File: src/rtl/bsc_axiu_axis_packet_arbiter_pkg.sv
// ============================================================================
// Module  : bsc_axiu_axis_packet_arbiter_pkg
// Brief   : Shared FSM state encoding and AXI-Stream width constants for the
//           packet arbiter and its output skid buffer.
// Revision: 1.0 - initial release
// ============================================================================
`default_nettype none

package bsc_axiu_axis_packet_arbiter_pkg;

    // Merged stream payload widths
    localparam int DATA_WIDTH = 64;
    localparam int DEST_WIDTH = 2;

    // ARB picks the next requester, FWD streams one packet from it
    typedef enum logic [0:0] {
        ARB = 1'b0,
        FWD = 1'b1
    } arb_state_e;

endpackage

`default_nettype wire

File: src/rtl/bsc_axiu_axis_skid_buffer.sv
// ============================================================================
// Module  : bsc_axiu_axis_skid_buffer
// Brief   : Two-entry AXI-Stream skid buffer with fully registered outputs.
//           in_ready depends only on stored occupancy, so there is no
//           combinational path from out_ready back to in_ready.
// Revision: 1.0 - initial release
// ============================================================================
`default_nettype none

module bsc_axiu_axis_skid_buffer #(
    parameter int WIDTH = 8
) (
    input  logic             clk,
    input  logic             aresetn,
    input  logic [WIDTH-1:0] in_data,
    input  logic             in_valid,
    output logic             in_ready,
    output logic [WIDTH-1:0] out_data,
    output logic             out_valid,
    input  logic             out_ready
);

    logic [WIDTH-1:0] out_data_q,  out_data_d;
    logic             out_valid_q, out_valid_d;
    logic [WIDTH-1:0] skid_data_q, skid_data_d;
    logic             skid_valid_q, skid_valid_d;
    logic             w_push;
    logic             w_pop;

    // The skid slot is only occupied while the output slot is also occupied,
    // so "full" is simply the skid slot being in use.
    assign in_ready  = !skid_valid_q;
    assign w_push    = in_valid && !skid_valid_q;
    assign w_pop     = out_valid_q && out_ready;
    assign out_data  = out_data_q;
    assign out_valid = out_valid_q;

    // Next-state: refill the output slot from skid first (oldest), else input
    always_comb begin
        out_data_d   = out_data_q;
        out_valid_d  = out_valid_q;
        skid_data_d  = skid_data_q;
        skid_valid_d = skid_valid_q;
        if (w_pop || !out_valid_q) begin
            if (skid_valid_q) begin
                out_data_d   = skid_data_q;
                out_valid_d  = 1'b1;
                skid_valid_d = 1'b0;
            end else if (w_push) begin
                out_data_d  = in_data;
                out_valid_d = 1'b1;
            end else begin
                out_valid_d = 1'b0;
            end
        end else if (w_push) begin
            skid_data_d  = in_data;
            skid_valid_d = 1'b1;
        end
    end

    // Storage registers; reset empties the buffer and clears the payload
    always_ff @(posedge clk or negedge aresetn) begin
        if (!aresetn) begin
            out_data_q   <= '0;
            out_valid_q  <= 1'b0;
            skid_data_q  <= '0;
            skid_valid_q <= 1'b0;
        end else begin
            out_data_q   <= out_data_d;
            out_valid_q  <= out_valid_d;
            skid_data_q  <= skid_data_d;
            skid_valid_q <= skid_valid_d;
        end
    end

endmodule

`default_nettype wire

File: src/rtl/bsc_axiu_axis_packet_arbiter.sv
// ============================================================================
// Module  : bsc_axiu_axis_packet_arbiter
// Brief   : Round-robin, packet-granular AXI-Stream arbiter merging NUM_PORTS
//           slave streams into one master stream tagged with the source tid.
// Revision: 1.0 - initial release
// ============================================================================
`default_nettype none

module bsc_axiu_axis_packet_arbiter
    import bsc_axiu_axis_packet_arbiter_pkg::*;
#(
    parameter int NUM_PORTS = 4,
    parameter int ID_WIDTH  = 2
) (
    input  logic                             clk,
    input  logic                             aresetn,
    input  logic [NUM_PORTS*DATA_WIDTH-1:0]  S_AXIS_tdata,
    input  logic [NUM_PORTS*DEST_WIDTH-1:0]  S_AXIS_tdest,
    input  logic [NUM_PORTS-1:0]             S_AXIS_tlast,
    input  logic [NUM_PORTS-1:0]             S_AXIS_tvalid,
    output logic [NUM_PORTS-1:0]             S_AXIS_tready,
    output logic [DATA_WIDTH-1:0]            M_AXIS_tdata,
    output logic [DEST_WIDTH-1:0]            M_AXIS_tdest,
    output logic [ID_WIDTH-1:0]              M_AXIS_tid,
    output logic                             M_AXIS_tlast,
    output logic                             M_AXIS_tvalid,
    input  logic                             M_AXIS_tready
);

    localparam int PAY_WIDTH = DATA_WIDTH + DEST_WIDTH + ID_WIDTH + 1;

    arb_state_e            state_q, state_d;
    logic [ID_WIDTH-1:0]   grant_q, grant_d;   // also serves as last_grant
    logic [ID_WIDTH-1:0]   w_pick;
    logic                  w_any_req;
    logic [DATA_WIDTH-1:0] w_port_data [NUM_PORTS];
    logic [DEST_WIDTH-1:0] w_port_dest [NUM_PORTS];
    logic [DATA_WIDTH-1:0] w_sel_data;
    logic [DEST_WIDTH-1:0] w_sel_dest;
    logic                  w_sel_last;
    logic                  w_sel_valid;
    logic                  w_fwd_valid;
    logic                  w_buf_ready;
    logic                  w_accept;
    logic [PAY_WIDTH-1:0]  w_in_payload;
    logic [PAY_WIDTH-1:0]  w_out_payload;

    // Split the flat slave buses into per-port lanes
    for (genvar gi = 0; gi < NUM_PORTS; gi++) begin : g_port
        assign w_port_data[gi] = S_AXIS_tdata[DATA_WIDTH*gi +: DATA_WIDTH];
        assign w_port_dest[gi] = S_AXIS_tdest[DEST_WIDTH*gi +: DEST_WIDTH];
    end

    assign w_sel_data   = w_port_data[grant_q];
    assign w_sel_dest   = w_port_dest[grant_q];
    assign w_sel_last   = S_AXIS_tlast[grant_q];
    assign w_sel_valid  = S_AXIS_tvalid[grant_q];
    assign w_fwd_valid  = (state_q == FWD) && w_sel_valid;
    assign w_accept     = w_fwd_valid && w_buf_ready;
    assign w_in_payload = {w_sel_data, w_sel_dest, grant_q, w_sel_last};

    // Round-robin pick: first requester scanning upward from grant_q+1.
    // Descending loop so the smallest offset is the one that sticks; the
    // just-served port is offset NUM_PORTS and therefore lowest priority.
    always_comb begin
        w_pick    = grant_q;
        w_any_req = 1'b0;
        for (int i = NUM_PORTS; i >= 1; i--) begin
            int idx;
            idx = (int'(grant_q) + i) % NUM_PORTS;
            if (S_AXIS_tvalid[ID_WIDTH'(idx)]) begin
                w_pick    = ID_WIDTH'(idx);
                w_any_req = 1'b1;
            end
        end
    end

    // FSM next-state and slave-side ready; a granted port keeps the grant
    // until its tlast beat is accepted
    always_comb begin
        state_d       = state_q;
        grant_d       = grant_q;
        S_AXIS_tready = '0;
        case (state_q)
            ARB: begin
                if (w_any_req) begin
                    grant_d = w_pick;
                    state_d = FWD;
                end
            end
            FWD: begin
                S_AXIS_tready[grant_q] = w_buf_ready;
                if (w_accept && w_sel_last) begin
                    state_d = ARB;
                end
            end
            default: state_d = ARB;
        endcase
    end

    // State and grant registers; reset makes port 0 the first candidate
    always_ff @(posedge clk or negedge aresetn) begin
        if (!aresetn) begin
            state_q <= ARB;
            grant_q <= ID_WIDTH'(NUM_PORTS - 1);
        end else begin
            state_q <= state_d;
            grant_q <= grant_d;
        end
    end

    bsc_axiu_axis_skid_buffer #(
        .WIDTH (PAY_WIDTH)
    ) u_skid (
        .clk       (clk),
        .aresetn   (aresetn),
        .in_data   (w_in_payload),
        .in_valid  (w_fwd_valid),
        .in_ready  (w_buf_ready),
        .out_data  (w_out_payload),
        .out_valid (M_AXIS_tvalid),
        .out_ready (M_AXIS_tready)
    );

    assign {M_AXIS_tdata, M_AXIS_tdest, M_AXIS_tid, M_AXIS_tlast} = w_out_payload;

endmodule

`default_nettype wire

File: config.mk
export PLATFORM = sky130hd
export DESIGN_NAME = bsc_axiu_axis_packet_arbiter
export DESIGN_NICKNAME = d
export VERILOG_FILES = /design/src/rtl/bsc_axiu_axis_packet_arbiter_pkg.sv /design/src/rtl/bsc_axiu_axis_skid_buffer.sv /design/src/rtl/bsc_axiu_axis_packet_arbiter.sv
export SDC_FILE = /design/constraint.sdc
export NUM_CORES = 1
export LEC_CHECK = 0
export ABC_AREA = 1
export CORE_ASPECT_RATIO = 0.9
export CORE_MARGIN = 1.5
export CORE_UTILIZATION = 44
export CTS_CLUSTER_DIAMETER = 50
export DETAILED_ROUTE_END_ITERATION = 10
export MAX_ROUTING_LAYER = met4
export PLACE_DENSITY = 0.82
export RECOVER_POWER = 50
export SYNTH_ARGS = -nofsm -noshare
export SYNTH_HDL_FRONTEND = slang
export SYNTH_HIERARCHICAL = 1
export SYNTH_SLANG_ARGS = --single-unit
File: constraint.sdc
create_clock -name clk -period 2.75 [get_ports clk]
set_input_delay 0.55 -clock clk [delete_from_list [all_inputs] [get_ports clk]]
set_output_delay 0.55 -clock clk [all_outputs]
set_load 0.005 [all_outputs]
# ---- After elaboration in Yosys (flattened, before gate mapping)
# Index checks and enable logic that the tools add are counted.
dict set report word_totals {
  reg_bits 143
  inputBits 275
  wordCells 77
}
dict set report op_classes {
  n_addsub 4
  order_cmp 7
  muxes 42
  bitwise 4
  reduce_logical 14
}
# cell n
set ops {}
lappend ops {{$mux 69} 2}
lappend ops {{$bmux 64 s2} 1}
lappend ops {{$mux 64} 2}
lappend ops {{$mux 1} 21}
lappend ops {{$lt 2x4->1 const B} 4}
lappend ops {{$bmux 1 s2} 6}
lappend ops {{$mux 2} 6}
lappend ops {{$logic_and 1x1->1} 5}
lappend ops {{$add 2x1->2 const B} 2}
lappend ops {{$add 2x2->2 const B} 2}
lappend ops {{$and 4x4->4} 1}
lappend ops {{$bmux 2 s2} 1}
lappend ops {{$mux 4} 1}
lappend ops {{$reduce_and 2->1} 2}
lappend ops {{$reduce_bool 2->1} 2}
lappend ops {{$reduce_bool 4->1} 1}
lappend ops {{$ge 3x3->1 const B} 1}
lappend ops {{$lt 2x3->1 const B} 1}
lappend ops {{$not 2->3} 1}
lappend ops {{$reduce_and 3->1} 1}
lappend ops {{$demux 1 s2} 1}
lappend ops {{$ge 2x1->1 const B} 1}
lappend ops {{$logic_not 1->1} 2}
lappend ops {{$not 1->1} 2}
lappend ops {{other kinds (2)} 2}

# ---- Logic depth before layout (Yosys ltp)
# Gate-level depths: netlist of the first run.
dict set report depth {
  depth_word 10
  mapped_depth 14
}

# ---- Modules after synthesis
# Netlist of the first run, hierarchy kept.
# module instances cells_per_inst area_each_um2 seq_area_each_um2
set modules_own_cells {}
lappend modules_own_cells {bsc_axiu_axis_skid_buffer 1 825 6267.3 3503.4}
lappend modules_own_cells {bsc_axiu_axis_packet_arbiter 1 453 2322.2 77.6}

# ---- Worst setup path before layout of the first run
# OpenSTA, ideal clock, no wires.
dict set report synth_timing {
  path_type {reg2reg}
  startpoint {register grant_q[0]}
  endpoint {register u_skid.skid_data_q[58]}
  t_arrival_ns 1.951
  t_required_ns 2.634
  setup_slack_ns 0.682
  path_stages_with_launch 15
  n_path_buf 3
  synth_period_minus_slack_ns 2.068
  path_cell_list {dfstp_2 > buf_6 > inv_4 > nand2_1 > nand2_1 > o21ai_1 > inv_1 > nor2_1 > inv_2 > nor2_4 > nand2_2 > buf_4 > buf_6 > nand2_1 > nand2_1}
}
dict set report synth_between {
  elab_chain_cells 5
  elab_cells_between_ends 9
  classes_between {mux (5); bitwise (1); reduce/logical (3)}
}
# item line
set synth_rtl {}
lappend synth_rtl {{start, declared} bsc_axiu_axis_packet_arbiter.sv:33} ;# logic [ID_WIDTH-1:0] grant_q, grant_d;
lappend synth_rtl {{start signal, assigned} bsc_axiu_axis_packet_arbiter.sv:105} ;# grant_q <= ID_WIDTH'(NUM_PORTS - 1);
lappend synth_rtl {{start signal, assigned} bsc_axiu_axis_packet_arbiter.sv:108} ;# grant_q <= grant_d;
lappend synth_rtl {{$bmux 1 s2} bsc_axiu_axis_packet_arbiter.sv:57} ;# assign w_sel_valid = S_AXIS_tvalid[grant_q];
lappend synth_rtl {{$mux 1 (not written as such)} bsc_axiu_axis_packet_arbiter.sv:57}
lappend synth_rtl {{$logic_and 1x1->1} bsc_axiu_axis_packet_arbiter.sv:58} ;# assign w_fwd_valid = (state_q == FWD) && w_sel_valid;
lappend synth_rtl {{net w_fwd_valid} bsc_axiu_axis_packet_arbiter.sv:42} ;# logic w_fwd_valid;
lappend synth_rtl {{$logic_and 1x1->1} bsc_axiu_axis_skid_buffer.sv:33} ;# assign w_push = in_valid && !skid_valid_q;
lappend synth_rtl {{$reduce_and 2->1 (no source line)} n/a}
lappend synth_rtl {{end signal, assigned} bsc_axiu_axis_skid_buffer.sv:71} ;# skid_data_q <= skid_data_d;
lappend synth_rtl {{end, declared} bsc_axiu_axis_skid_buffer.sv:25} ;# logic [WIDTH-1:0] skid_data_q, skid_data_d;
# The timed path passes the listed nets, and every way through them passes these cells. The select of a mux whose other input is x is not followed.
# A chain may end at the register's enable or synchronous reset.

# ---- Final worst setup path of the first run
dict set report layout_timing {
  startpoint {register grant_q[0]}
  endpoint {output port S_AXIS_tready[2]}
}
dict set report layout_between {
  elab_chain_cells 6
  elab_cells_between_ends 7
  classes_between {order compare (2); mux (3); bitwise (1); reduce/logical (1)}
}
# item line
set layout_rtl {}
lappend layout_rtl {{$lt 2x3->1 (not written as such) / $ge 2x1->1 (equally long branches)} bsc_axiu_axis_packet_arbiter.sv:92} ;# S_AXIS_tready[grant_q] = w_buf_ready;
lappend layout_rtl {{$logic_and 1x1->1 (not written as such)} bsc_axiu_axis_packet_arbiter.sv:92}
lappend layout_rtl {{$mux 1 (not written as such)} bsc_axiu_axis_packet_arbiter.sv:92}
lappend layout_rtl {{$demux 1 s2 *} bsc_axiu_axis_packet_arbiter.sv:92}
lappend layout_rtl {{$and 4x4->4 (no source line) *} n/a}
lappend layout_rtl {{$mux 4 *} bsc_axiu_axis_packet_arbiter.sv:84} ;# case (state_q)
lappend layout_rtl {{end, declared} bsc_axiu_axis_packet_arbiter.sv:21} ;# output logic [NUM_PORTS-1:0] S_AXIS_tready,
# Every way passes the cells marked *; elsewhere a longest branch is shown, timed or not.

==> parameters.txt, run 1 <==
Parameter                              Value

STA
  Achievable clock frequency    380 MHz
  Number of hold violations in the final report    0
  Worst Slack Setup Final    0.119 ns
  Final setup viols    0
  Post-route fraction of the period consumed by the critical path    95.7%
  Final worst clock skew    0.0107 ns
  Rel. slew slack    15.1%
  Actual transition at the worst max-transition pin    1.27 ns
  Final critical-path required period    2.63 ns
  Setup repair after global routing missed its margin    no
  Final TNS setup    0 ns
  Slew Viols, Final    0

Floorplan
  Row count    48
  Die area    20400 sq um
  Die Y-Extent    136 microns
  Chip Width    150 microns
  IO Pins    349
  Core box area    19200 sq um
  Effective utilization at floorplan    44.8%

Setup path
  Capturing element type of the critical path    output pin
  Start of the worst register-to-register path    grant_q[0]
  Crit path depth    5
  Buffer and inverter count on the worst path    3
  Kind of cell adding the most delay to the critical path    buffers and inverters
  Required time at the endpoint of the critical path    2.20 ns
  Largest fanout on the critical path    31
  WP data arrival    2.08 ns
  Crit path largest cell delay    0.56 ns
  Element type at the critical path start    register
  R2r worst-path depth    11
  Critical path's slowest cell    clkdlybuf4s50_1
  Critical path origin    grant_q[0]
  Critical path, cell by cell    inv_4 > ha_1 > inv_1 > nor2_1 > clkdlybuf4s50_1
  Critical Setup Path Class    register to output pin

Clock tree
  Root cell of the clock tree    clkbuf_16
  Clock buffer count from CTS    17
  Clock sink count    143
  H-Tree Level Count    4
  Maximum count of clock buffers along a single path    2
  Hold Buf Count CTS    0
  Clock tree from TritonCTS    yes
  Clock transition at the registers of the reported paths    0.06 ns
  Clock latency at the later pin of the worst-skew pair    0.42 ns

Global routing
  Via count of the first global-routing pass    8908
  Antenna violations before repair    0
  Maximum number of pins on one net before global-route repair    80
  Wire length of the first global-routing pass    45000 microns
  Total gr overflow    0
  Overall track demand over capacity in global routing    29.2%

Finish
  Number of fillers in the final layout    1697
  Number of antenna repair diodes    0
  Net count of the finished layout    1852
  Commonest non-fill, non-tap cell in the layout    nand2_1
  Final standard cell count with taps included and fillers excluded    1833
  Post-route core utilization    65.7%
  Fraction of final layout cells with drive strength greater than 1    5.05%
  Most frequent cells in the layout    nand2_1 (575), clkdlybuf4s50_1 (311), nor2_1 (141)
  Relative area change from synthesis to final layout    46.6%

Routing
  Final ANT Viol Nets    0
  Ratio of routed vias to standard cells    5.19
  Iteration count of the initial detailed-routing pass    7
  Routed len/inst    15.7 microns
  DRC marker count from the first detailed-route iteration    599
  Number of remaining DRC errors    0
  Wire length after detailed routing    28700 microns
  Count of vias placed by the detailed router    9521

Yosys
  Combined area of all synthesized cells    8590 sq um
  Synthesized netlist cell count    1278
  Synth Net Count    1557
  Share of synthesized area occupied by flip-flops and latches    41.7%
  Synth Register Bits    143
  Synthesized area per cell    6.72 sq um
  Cell variety after synth    25
  Yosys Warn Count    6

Power
  Total power per unit cell area    1110 nW/um^2
  Largest voltage drop on the vdd net    0.771 mV
  Leakage power summed over all cells    6.12 nW

Placement
  Number of buffer cells added on primary ports    348
  Instance count after placement with tap cells included    1804
  Worst setup slack after placement    0.0707 ns
  Detailed-placement wirelength estimate    19700 microns
  Global placer's final weighted congestion    0.835

Status
  Status    complete, no violations

Job
  # Max-Cap Violations    0

Worst hold path
  Tightest Hold Check Type    primary input to async pin
==> kinds of logic (layout without fill, tap and decap cells) <==
kind of cell / after synthesis / after routing / synth area share (%)
AO/OA/AOI/OAI: 203 / 203 / 12.8
adder cells (fa/ha/maj): 4 / 4 / 0.583
buffers and inverters: 118 / 423 / 7.44
flip-flops: 143 / 143 / 41.7
AND/OR/NAND/NOR: 810 / 810 / 37.5
==> layer usage <==
| layer | wire length, microns | track usage [%] | vias up | part of all wire [%] |
|---|---|---|---|---|
| li1 | - | - | 4684 | - |
| met1 | 12100 | 36.0 | 4402 | 42 |
| met2 | 13900 | 48.3 | 395 | 48 |
| met3 | 2140 | 5.05 | 40 | 7.4 |
| met4 | 652 | 10.1 | 0 | 2.3 |
| met5 | 0 | - | - | 0 |
==> metrics by stage <==
step	area (sq um)	power (mW)	hold slack, ns
3_3_place_gp	12100	11.6	0.453
5_1_grt	12600	15.1	0.453
4_1_cts	12600	14.1	0.0703
3_5_place_dp	12100	11.8	0.459
6_report	12600	13.9	0.363
2_1_floorplan	8590	8.91	0.254
==> flip-flops by register name, indices dropped and copies added (netlist names) <==
register and flops:
u_skid/out_valid 1, u_skid/skid_valid_q 1, u_skid/skid_data_q 69, state_q 1
u_skid/out_data 69, grant_q 2
==> synthesized netlist by cell type <==
cell type | n | area (sq um)
clkbuf_1 | 38 | 143
o21ai_0 | 118 | 591
ha_1 | 4 | 50.1
nand3_1 | 73 | 365
buf_8 | 2 | 30.0
inv_1 | 16 | 60.1
nor2_1 | 141 | 529
nor2_2 | 1 | 6.26
o21ai_1 | 16 | 80.1
a21oi_1 | 2 | 10.0
buf_4 | 11 | 82.6
nand2_2 | 10 | 62.6
nand3_2 | 4 | 40.0
dfstp_2 | 2 | 52.6
inv_2 | 5 | 18.8
buf_1 | 1 | 3.75
buf_6 | 12 | 135
nor3_1 | 2 | 10.0
o21ai_2 | 1 | 8.76
dfrtp_1 | 141 | 3530
inv_4 | 1 | 6.26
o22ai_1 | 66 | 413
nor2_4 | 4 | 45.0
buf_2 | 32 | 160
nand2_1 | 575 | 2160
==> report_power, final <==
group | switching (mW) | internal, mW | total, mW
sequential | 0.581 | 3.14 | 3.73
combinational | 4.89 | 3.07 | 7.96
clock | 0.865 | 1.36 | 2.23
total | 6.34 | 7.57 | 13.9
==> final timing paths <==
| path | end | slack, ns |
|---|---|---|
| max | S_AXIS_tready[2] | 0.12 |
| min in group clk | u_skid/skid_data_q[65] | 0.47 |
| min | u_skid/out_data[14] | 0.36 |
| max in group asynchronous | u_skid/out_data[32] | 0.50 |
| max reg2reg | u_skid/skid_data_q[20] | 0.26 |
| min reg2reg | u_skid/skid_data_q[65] | 0.47 |
==> layout make-up <==
cell class              count  area (sq um)  area share [%]
clock inverters             7          88.8           0.706
flip-flops and latches    143          3590            28.5
inverters                  22          85.1           0.676
multi-input cells        1017          4370            34.7
repair buffers            372          3680            29.2
clock buffers              22           464            3.69
well taps                 250           313            2.48
==> timing repair <==
action / CTS / global route
setup endpoints to repair: 0 / 3
setup buffers: 0 / 0
gates resized for setup: 0 / 1
==> worst register-to-register path, stage by stage, from the launching register on <==
cell     delay, ns
dfstp_4       0.69
inv_4         0.15
nand2_1       0.13
nand2_1       0.07
o21ai_1       0.16
inv_1         0.07
nor2_1        0.24
inv_2         0.09
nor2_4        0.11
buf_4         0.43
nand3_1       0.18
nand2_1       0.10
Note: power is estimated with default switching activity, not from simulation.
==> run 2: changes to the inputs <==
Settings changed: CORE_MARGIN 1.5 to not set.
==> run 2 against run 1 <==
Effect of this change:
- the run now ends with capacitance limit left
- register-to-register slack improved by 0.15 ns
- design area up 1.4%
- total power is 3.1% higher
- clock skew is 0.0052 ns lower
- clock-buffer cell count increased by 1
- maximum frequency up 1.6%
- setup slack better by 0.043 ns
- largest power group unchanged
- highest routed layer unchanged
==> parameters.txt, run 2 (synthesized netlist as in run 1, its figures left out) <==
Parameter                              Value

Status
  Status    finished, violations left
  Failing checks    capacitance limit

Setup path
  Kind of cell adding the most delay to the critical path    flip-flops
  Critical path origin    grant_q[0]
  Reg2Reg Setup Slack    0.41 ns
  Crit path largest cell delay    0.75 ns
  Required time at the endpoint of the critical path    2.20 ns
  Critical Setup Path Class    register to output pin
  Capturing element type of the critical path    output pin
  Element type at the critical path start    register
  R2r worst-path depth    11
  Critical path, cell by cell    inv_4 > ha_1 > inv_1 > nor2_1 > clkdlybuf4s50_1
  Buffer and inverter count on the worst path    3
  WP data arrival    2.04 ns
  Crit path depth    5
  Largest fanout on the critical path    15
  Critical path's slowest cell    dfstp_4
  R2r endpoint    u_skid/skid_data_q[28]
  Start of the worst register-to-register path    grant_q[0]
  Termination of the worst setup path    S_AXIS_tready[0]

STA
  Final critical-path required period    2.59 ns
  Slew Viols, Final    0
  Rel. slew slack    0.216%
  Final setup viols    0
  Number of hold violations in the final report    0
  Actual transition at the worst max-transition pin    1.50 ns
  Setup repair after global routing missed its margin    no
  Post-route fraction of the period consumed by the critical path    94.1%
  Achievable clock frequency    386 MHz
  Final TNS setup    0 ns
  Final worst clock skew    0.00555 ns

Routing
  DRC marker count from the first detailed-route iteration    487
  Routed len/inst    15.6 microns
  Ratio of routed vias to standard cells    5.19
  Wire length after detailed routing    28800 microns
  Final ANT Viol Nets    0
  Count of vias placed by the detailed router    9550
  Number of remaining DRC errors    0
  Iteration count of the initial detailed-routing pass    5

Clock tree
  Clock tree from TritonCTS    yes
  Clock transition at the registers of the reported paths    0.06 ns
  Root cell of the clock tree    clkbuf_16
  H-Tree Level Count    4
  Clock sink count    143
  Hold Buf Count CTS    0
  Clock buffer count from CTS    17
  Maximum count of clock buffers along a single path    2
  Clock latency at the later pin of the worst-skew pair    0.42 ns

Global routing
  Via count of the first global-routing pass    9142
  Antenna violations before repair    0
  Maximum number of pins on one net before global-route repair    72
  Overall track demand over capacity in global routing    29.7%
  Wire length of the first global-routing pass    45300 microns
  Total gr overflow    0

Placement
  Detailed-placement wirelength estimate    19900 microns
  Global placer's final weighted congestion    0.854
  Instance count after placement with tap cells included    1808
  Number of buffer cells added on primary ports    348

Floorplan
  Chip Width    149 microns
  Core box area    19200 sq um
  Row count    48
  Die Y-Extent    135 microns
  IO Pins    349
  Effective utilization at floorplan    44.8%
  Die area    20100 sq um

Finish
  Final standard cell count with taps included and fillers excluded    1841
  Number of fillers in the final layout    1672
  Fraction of final layout cells with drive strength greater than 1    5.59%
  Net count of the finished layout    1857
  Number of antenna repair diodes    0
  Most frequent cells in the layout    nand2_1 (575), clkdlybuf4s50_1 (310), nor2_1 (141)
  Area used by multi-input combinational logic    4370 sq um
  Post-route core utilization    66.6%
  Relative area change from synthesis to final layout    48.5%
  Sequential standard cell area    3590 sq um
  Commonest non-fill, non-tap cell in the layout    nand2_1

Power
  Leakage power summed over all cells    6.20 nW
  Total power    14.3 mW
  Total power per unit cell area    1120 nW/um^2
  Largest voltage drop on the vdd net    0.776 mV

Job
  # Max-Cap Violations    1

Worst hold path
  Tightest Hold Check Type    register to register
[run 2: changes by cell type in the layout (fill, tap and decap cells not counted), sizes merged]
cell | previous run | this run
clkinv | 5 | 2
buf | 22 | 29
clkinvlp | 0 | 2
clkbuf | 25 | 24
bufinv | 2 | 5
clkdlybuf4s50 | 311 | 310
dlygate4sd3 | 36 | 37
[run 2: cell type report]
class                      count  area share [%]
sequential                   143            28.1
clock buffer                  23            3.82
tap                          250            2.45
multi-input combinational   1017            34.2
clock inverter                 9            1.40
inverter                      22           0.667
timing repair buffer         377            29.3
[run 2: worst min-delay path by stage]
stage | from | end | slack (ns) | cells past startpoint
global placement | u_skid/skid_data_q[46] | u_skid/skid_data_q[46] | 0.45 | 2
global route | u_skid/out_data[61] | u_skid/out_data[61] | 0.49 | 2
finish | u_skid/skid_data_q[58] | u_skid/skid_data_q[58] | 0.47 | 2
detailed placement | u_skid/skid_data_q[63] | u_skid/skid_data_q[63] | 0.46 | 2
CTS | aresetn | u_skid/out_data[10] | 0.11 | 1
floorplan | aresetn | state_q | 0.25 | 0
[run 2: timing repair]
action / in CTS / in global routing
endpoints found under the setup margin: 0 / 4
resized for setup: 0 / 1
buffers inserted: 0 / 1
[run 2: stage by stage]
step                      area [sq um]  hold slack, ns  worst slack, ns
final                            12800           0.470            0.162
after global placement           12100           0.453            0.259
after global routing             12800           0.488           0.0324
after CTS                        12800           0.109           0.0168
after floorplan                   8590           0.254            0.682
after detailed placement         12100           0.458            0.176
[run 2: where the power goes]
part / switching [mW] / total, mW / internal [mW]
Clock: 0.872 / 2.58 / 1.71
Combinational: 4.90 / 8.02 / 3.11
Sequential: 0.601 / 3.75 / 3.15
Total: 6.38 / 14.3 / 7.96
[run 2: layer usage]
metal	GRT usage, %	up-vias	routed length, microns
li1	-	4695	-
met1	34.7	4436	12000
met2	50.2	372	14000
met3	5.91	47	2130
met4	12.0	0	743
met5	-	-	0
[run 2: worst reg2reg max path, stage by stage, from the launching register on]
cell and delay [ns]:
dfstp_4 0.75, inv_4 0.10, nand2_1 0.10, nand2_1 0.07, o21ai_1 0.15, inv_1 0.07, nor2_1 0.15, inv_2 0.08
nor2_4 0.11, buf_4 0.42, nand3_1 0.17, nand2_1 0.10
